## config.mk

```make
export PLATFORM = sky130hd
export DESIGN_NAME = bounce_gen
export DESIGN_NICKNAME = d
export VERILOG_FILES = /design/src/rtl/bounce_gen_pkg.sv /design/src/rtl/lfsr16.sv /design/src/rtl/bounce_gen.sv
export SDC_FILE = /design/constraint.sdc
export NUM_CORES = 1
export LEC_CHECK = 0
export ABC_AREA = 1
export CORE_MARGIN = 2
export CORE_UTILIZATION = 60
export CTS_CLUSTER_DIAMETER = 50
export DETAILED_ROUTE_END_ITERATION = 16
export PLACE_DENSITY = 0.8
export SKIP_CTS_REPAIR_TIMING = 1
export SLEW_MARGIN = 20
export SYNTH_ARGS = -nofsm -noshare
export SYNTH_HDL_FRONTEND = slang
export SYNTH_SLANG_ARGS = --single-unit
```

## constraint.sdc

```tcl
create_clock -name clk -period 3.3 [get_ports clk]
set_input_delay 0.66 -clock clk [delete_from_list [all_inputs] [get_ports clk]]
set_output_delay 0.66 -clock clk [all_outputs]
set_load 0.05 [all_outputs]
```

## src/rtl/bounce_gen_pkg.sv

```systemverilog
// Shared types and constants for the bouncing pushbutton emulator.
// Holds the FSM state enum, the LFSR default seed, tap mask and step function.
package bounce_gen_pkg;

  typedef enum logic [1:0] {
    ST_IDLE,
    ST_BOUNCE,
    ST_SETTLE,
    ST_FIN
  } state_t;

  localparam logic [15:0] LFSR_DEFAULT_SEED = 16'hACE1;

  // x^16+x^14+x^13+x^11+1 as left-shift taps: bits 15,13,12,10
  localparam logic [15:0] LFSR_TAPS = 16'hB400;

  // Longest settle count minus one fits in this many bits
  localparam int SET_W = 20;

  localparam int TOG_W = 5;

  function automatic logic [15:0] lfsr_next(
    input logic [15:0] s
  );
    return {s[14:0], ^(s & LFSR_TAPS)};
  endfunction

endpackage

```

## src/rtl/lfsr16.sv

```systemverilog
// 16-bit Fibonacci LFSR with synchronous reset, seed load and step enable.
// Ports: clk, rst, load, seed[15:0], step, q[15:0]; a zero seed maps to the default.
module lfsr16
  import bounce_gen_pkg::*;
(
  input  logic        clk,
  input  logic        rst,
  input  logic        load,
  input  logic [15:0] seed,
  input  logic        step,
  output logic [15:0] q
);

  logic [15:0] seed_fix;

  // All-zero is the lock-up state of an XOR LFSR
  assign seed_fix = (seed == 16'h0000)
                  ? LFSR_DEFAULT_SEED
                  : seed;

  always_ff @(posedge clk) begin
    if (rst) begin
      q <= LFSR_DEFAULT_SEED;
    end else if (load) begin
      q <= seed_fix;
    end else if (step) begin
      q <= lfsr_next(q);
    end
  end

endmodule

```

## src/rtl/bounce_gen.sv

```systemverilog
// Emulated bouncing pushbutton: on request, glitches pb with random gaps then settles.
// Ports: clk, rst, req_valid/req_press/req_ready, seed_load/seed, pb, busy, done.
module bounce_gen
  import bounce_gen_pkg::*;
#(
  parameter int BOUNCES    = 3,
  parameter int GAP_W      = 10,
  parameter int SETTLE     = 4096,
  parameter int ACTIVE_LOW = 1
) (
  input  logic        clk,
  input  logic        rst,
  input  logic        req_valid,
  input  logic        req_press,
  output logic        req_ready,
  input  logic        seed_load,
  input  logic [15:0] seed,
  output logic        pb,
  output logic        busy,
  output logic        done
);

  localparam logic [TOG_W-1:0] N_TOG =
    TOG_W'(2 * BOUNCES + 1);
  localparam logic [SET_W-1:0] SET_M1 =
    SET_W'(SETTLE - 1);
  localparam logic PB_REL = (ACTIVE_LOW != 0);

  state_t state;
  state_t state_n;

  logic pb_n;
  logic busy_n;
  logic done_n;
  logic ready_n;
  logic pressed;
  logic pressed_n;

  logic [GAP_W-1:0] gap_cnt;
  logic [GAP_W-1:0] gap_cnt_n;
  logic [SET_W-1:0] set_cnt;
  logic [SET_W-1:0] set_cnt_n;
  logic [TOG_W-1:0] tog_cnt;
  logic [TOG_W-1:0] tog_cnt_n;

  logic        accept;
  logic        tog;
  logic        ld;
  logic [15:0] q;
  logic        unused_q;

  assign accept = (state == ST_IDLE)
                & req_valid
                & req_ready;

  // Seed is honoured only while idle; it lands
  // on the acceptance edge so it sets gap 1
  assign ld = seed_load & (state == ST_IDLE);

  assign tog = (state == ST_BOUNCE)
             & (gap_cnt == '0);

  // Only the low GAP_W bits feed the gap
  assign unused_q = ^q;

  lfsr16 u_lfsr (
    .clk  (clk),
    .rst  (rst),
    .load (ld),
    .seed (seed),
    .step (tog),
    .q    (q)
  );

  always_comb begin
    state_n   = state;
    pb_n      = pb;
    pressed_n = pressed;
    gap_cnt_n = gap_cnt;
    set_cnt_n = set_cnt;
    tog_cnt_n = tog_cnt;
    done_n    = 1'b0;

    unique case (state)
      ST_IDLE: begin
        if (accept) begin
          pressed_n = req_press;
          tog_cnt_n = '0;
          // Zero gap makes toggle 1 land on
          // the edge right after acceptance
          gap_cnt_n = '0;
          if (req_press == pressed) begin
            state_n = ST_FIN;
            done_n  = 1'b1;
          end else begin
            state_n = ST_BOUNCE;
          end
        end
      end

      ST_BOUNCE: begin
        if (tog) begin
          pb_n      = ~pb;
          tog_cnt_n = tog_cnt + 1'b1;
          // Counts down to zero, so the next
          // toggle is 1+q[GAP_W-1:0] away
          gap_cnt_n = q[GAP_W-1:0];
          if (tog_cnt_n == N_TOG) begin
            state_n   = ST_SETTLE;
            set_cnt_n = SET_M1;
          end
        end else begin
          gap_cnt_n = gap_cnt - 1'b1;
        end
      end

      ST_SETTLE: begin
        if (set_cnt == '0) begin
          state_n = ST_FIN;
          done_n  = 1'b1;
        end else begin
          set_cnt_n = set_cnt - 1'b1;
        end
      end

      ST_FIN: begin
        state_n = ST_IDLE;
      end

      default: begin
        state_n = ST_IDLE;
      end
    endcase

    busy_n  = (state_n != ST_IDLE);
    ready_n = (state_n == ST_IDLE);
  end

  always_ff @(posedge clk) begin
    if (rst) begin
      state     <= ST_IDLE;
      pb        <= PB_REL;
      pressed   <= 1'b0;
      busy      <= 1'b0;
      done      <= 1'b0;
      req_ready <= 1'b0;
      gap_cnt   <= '0;
      set_cnt   <= '0;
      tog_cnt   <= '0;
    end else begin
      state     <= state_n;
      pb        <= pb_n;
      pressed   <= pressed_n;
      busy      <= busy_n;
      done      <= done_n;
      req_ready <= ready_n;
      gap_cnt   <= gap_cnt_n;
      set_cnt   <= set_cnt_n;
      tog_cnt   <= tog_cnt_n;
    end
  end

endmodule

```

# Yosys cells after proc, flatten, opt, wreduce, memory -nomap -nowiden
# Index checks and enable logic that the tools add are counted.
# op_classes
n_bitwise	5
n_mux	23
reduce_logical	15
n_eq_ne	9
add_sub_neg	3
# ops
cell	count
20-bit 2-to-1 mux	3
16-bit 2-to-1 mux	3
20-bit one-hot mux with 2 select lines	1
20-bit zero test	1
10-bit 2-to-1 mux	2
10-bit one-hot mux with 2 select lines	1
20-bit by 1-bit subtractor with 20-bit output (second input constant)	1
16-bit zero test	1
16-bit XOR reduction	1
10-bit zero test	1
2-bit 2-to-1 mux	5
5-bit 2-to-1 mux	2
5-bit one-hot mux with 2 select lines	1
10-bit by 1-bit subtractor with 10-bit output (second input constant)	1
2-bit one-hot mux with 4 select lines	1
2-bit nonzero test	4
2-bit != test (second input constant)	3
2-bit AND reduction	3
5-bit by 1-bit adder with 5-bit output (second input constant)	1
5-bit by 3-bit equality test with 1-bit output (second input constant)	1
1-bit AND	4
2-bit equality test (second input constant)	2
2-bit zero test	2
4-bit AND reduction	1
other kinds (7)	9
# totals
elab_cells	65
register_bits	58

# Longest topological paths before layout
# depth
depth_word	6
mapped_depth	13
ltp_nobuf	12

# Modules after synthesis
# Synthesis repeated with hierarchy kept, for this count alone.
# hier_totals
cells_unflattened	544
area_unflattened_um2	3528.4
# modules_own_cells
module	area_each_um2	n_inst	cells_each	seq_area_each_um2
bounce_gen	2621.3	1	403	840.8
lfsr16	907.1	1	141	320.3

# Worst setup path before layout
# Ideal clock, no wire load.
# synth_path
path_type	register to register
start	register tog_cnt[0]
end	register set_cnt[8]
n_path_buf	1
t_arrival_ps	1379
stages_incl_launch_ff	12
slack_ps	1788
period_less_slack_ps	1512
cell_sequence	dfxtp_1 -> ha_1 -> nand3_1 -> nand2_1 -> nand2_1 -> inv_1 -> nand3_2 -> nand2_4 -> nand2_8 -> buf_8 -> nand2_1 -> a21oi_2
# synth_via
elab_chain_cells	4
# synth_rtl
item	line	source
from (decl)	bounce_gen.sv:43	logic [TOG_W-1:0] tog_cnt;
from (signal assigned)	bounce_gen.sv:159	tog_cnt <= tog_cnt_n;
5-bit by 1-bit adder with 5-bit output	bounce_gen.sv:104	tog_cnt_n = tog_cnt + 1'b1;
5-bit by 3-bit equality test with 1-bit output	bounce_gen.sv:108	if (tog_cnt_n == N_TOG) begin
2-bit by 1-bit != test with 1-bit output (no source line)	-	
4-bit AND reduction (no source line)	-	
to (signal assigned)	bounce_gen.sv:158	set_cnt <= set_cnt_n;
to (decl)	bounce_gen.sv:41	logic [SET_W-1:0] set_cnt;
# No other way between the ends.
# A chain may end at the register's enable or synchronous reset.

# Final worst setup path
# layout_path
start	register pb
end	output port pb
# layout_lines
item	line	source
from (decl)	bounce_gen.sv:18	output logic pb,
from (signal assigned)	bounce_gen.sv:152	pb <= pb_n;
# No word-level cell between the ends.

==> flow_metrics.env <==
export IMPL_die_w_um=80.0
export IMPL_row_count=27
export IMPL_cts_sinks=58
export IMPL_cts_tree="done"
export IMPL_leakagePower_nw=1.74
export IMPL_worst_ep_required_time_ns=2.64
export IMPL_cp_slowest_stage_delay_ns=0.83
export IMPL_yosysSeqAreaShare_pct=33.5
export IMPL_path_clk_slew_ns=0.07
export IMPL_power_density_nw_per_um2=1000
export IMPL_fin_util_pct=70.9
export IMPL_synth_cells=542
export IMPL_relSlewSlack_pct=60.6
export IMPL_totalPowerFinal_mw=3.93
export IMPL_finalWirelength_um=8210
export IMPL_grt_usage_pct=27.1
export IMPL_synth_top_cell_area_share_pct=33.5
export IMPL_finalSetupTns_ns=0
export IMPL_crit_cells=1
export IMPL_placed_cells=623
export IMPL_final_cell_count_no_fill=639
export IMPL_critPathLaunchType="flop"
export IMPL_grt_ovfl_total=0
export IMPL_die_h_um=80.0
export IMPL_avgSynthCellArea_um2=6.39
export IMPL_yosysWarnings=0
export IMPL_cap_viol_max_count=0
export IMPL_criticalPathCategory="reg2out"
export IMPL_diodes=0
export IMPL_slowest_stage="clkdlybuf4s50_1"
export IMPL_worstMarginPinSlew_ns=0.587
export IMPL_cp_max_fo=3
export IMPL_coreArea_um2=5540
export IMPL_syn_area_um2=3460
export IMPL_outcome="finished, final reports clean"
export IMPL_io_pins=25
export IMPL_clock_skew_ns=0.0119
export IMPL_path_buf_inv=1
export IMPL_reg2regPathDepth=10
export IMPL_hold_class="reg2reg"
export IMPL_dr_pass1_iters=7
export IMPL_fmax_ghz=0.456
export IMPL_avgRoutedWirePerCell_um=12.9
export IMPL_ys_seq_elements=58
export IMPL_insertion_delay_ns=0.34
export IMPL_slew_viol_final=0
export IMPL_final_nets=589
export IMPL_grt_max_degree=39
export IMPL_timing_final_crit_share_pct=66.4
export IMPL_highest_layer="met4"
export IMPL_area_growth_pct=13.5
export IMPL_wl_met1_um=3770
export IMPL_irDropWorstVdd_uv=550
export IMPL_yosysMostFrequentCell="nand2_1"
export IMPL_yosys_most_used_dff="dfxtp_1"
export IMPL_grt_pass1_vias=3142
export IMPL_synth_cell_types=40
export IMPL_syn_num_nets=569
export IMPL_antenna_found_initial=0
export IMPL_dieArea_um2=6400
export IMPL_whs_ns=0.472
export IMPL_clock_root_buffer="clkbuf_8"
export IMPL_start_util_pct=62.5
export IMPL_met2_length_um=3890
export IMPL_rsz0062_at_grt="false"
export IMPL_async_flop_share_pct=0
export IMPL_cp_top_family="buffers and inverters"
export IMPL_synthTopCellsByArea="dfxtp_1 (34%), nand2_1 (19%), nor2_1 (7.6%), nand3_1 (7.1%), inv_1 (4.7%)"
export IMPL_netlist_top_cell_by_area="dfxtp_1"
export IMPL_drt_iter0_markers=252
export IMPL_routabilityCongestion=0.881
export IMPL_clockBufferDepth=2
export IMPL_fin_crit_ns=2.19
export IMPL_synth_commonest_cells="nand2_1 (172), nor2_1 (70), dfxtp_1 (58), nand3_1 (49), inv_1 (43)"
export IMPL_wl_met3_um=427
export IMPL_numCtsBuffers=9
export IMPL_port_buffers=24
export IMPL_grt_pass1_wl_um=13600
export IMPL_worst_setup_path_end_kind="output pin"
export IMPL_dp_hpwl_um=5780
export IMPL_vias=3468
export IMPL_via_per_inst=5.43
export IMPL_crit_chain="clkdlybuf4s50_1"
export IMPL_ant_nets=0
export IMPL_finalSetupViolations=0
export IMPL_synth_edff_count=0
export IMPL_drc=0
export IMPL_ctsHtreeMaxLevel=3
export IMPL_worstPathArrival_ns=1.53
export IMPL_drive_gt1_share_pct=9.17
export IMPL_finalHoldViolCount=0
export IMPL_holdPathStages=2
[where the power goes]
part	internal, mW	switching, mW
combinational	0.754	1.44
sequential	0.873	0.160
clock	0.412	0.298
[sequential cells by signal, indices dropped and copies added (netlist names)]
register,flops
pressed,1
pb,1
set_cnt,20
done,1
busy,1
gap_cnt,10
u_lfsr.q,16
state,2
tog_cnt,5
req_ready,1
[final timing paths]
kind | from | to | slack (ns)
max | pb | pb | 1.11
min | u_lfsr.q[1] | u_lfsr.q[1] | 0.47
max reg2reg | gap_cnt[0] | u_lfsr.q[11] | 1.31
min reg2reg | u_lfsr.q[1] | u_lfsr.q[1] | 0.47
[placed cells by master (no fill, tap or decap), drive strengths merged, types with 7 or more instances in the layout]
| cell | instances |
|---|---|
| inv | 49 |
| dfxtp | 58 |
| nor2 | 78 |
| clkbuf | 13 |
| a31oi | 7 |
| clkdlybuf4s50 | 24 |
| nand2 | 179 |
| nand3 | 51 |
| a21oi | 37 |
| o21ai | 25 |
[per-stage QoR]
| step | instance area [um^2] | setup WS, ns |
|---|---|---|
| final | 3930 | 1.11 |
| after global routing | 3930 | 1.07 |
| after CTS | 3930 | 1.11 |
| after detailed placement | 3710 | 0.956 |
| after global placement | 3710 | 0.998 |
| after floorplan | 3460 | 1.79 |
[routing by layer]
layer / global-route usage, % / vias to the layer above
met5: 0 / -
met4: 10.2 / 0
met3: 5.20 / 12
met2: 46.6 / 97
met1: 33.3 / 1585
li1: - / 1774
[cell families after synthesis]
| family | count (synthesis) | share of synthesized area (%) |
|---|---|---|
| buffers and inverters | 67 | 8.13 |
| XOR/XNOR | 10 | 2.53 |
| flip-flops | 58 | 33.5 |
| AO/OA/AOI/OAI | 73 | 12.2 |
| AND/OR/NAND/NOR | 328 | 41.4 |
| adder cells (fa/ha/maj) | 6 | 2.17 |
[layout make-up]
type / count / area [um^2]
Sequential cell: 58 / 1160
Clock buffer: 13 / 169
Multi-Input combinational cell: 417 / 2020
Inverter: 51 / 195
Clock inverter: 3 / 46.3
Fill cell: 488 / 1610
Timing Repair Buffer: 25 / 248
Tap cell: 72 / 90.1
Power figures use the tool's default switching activity.
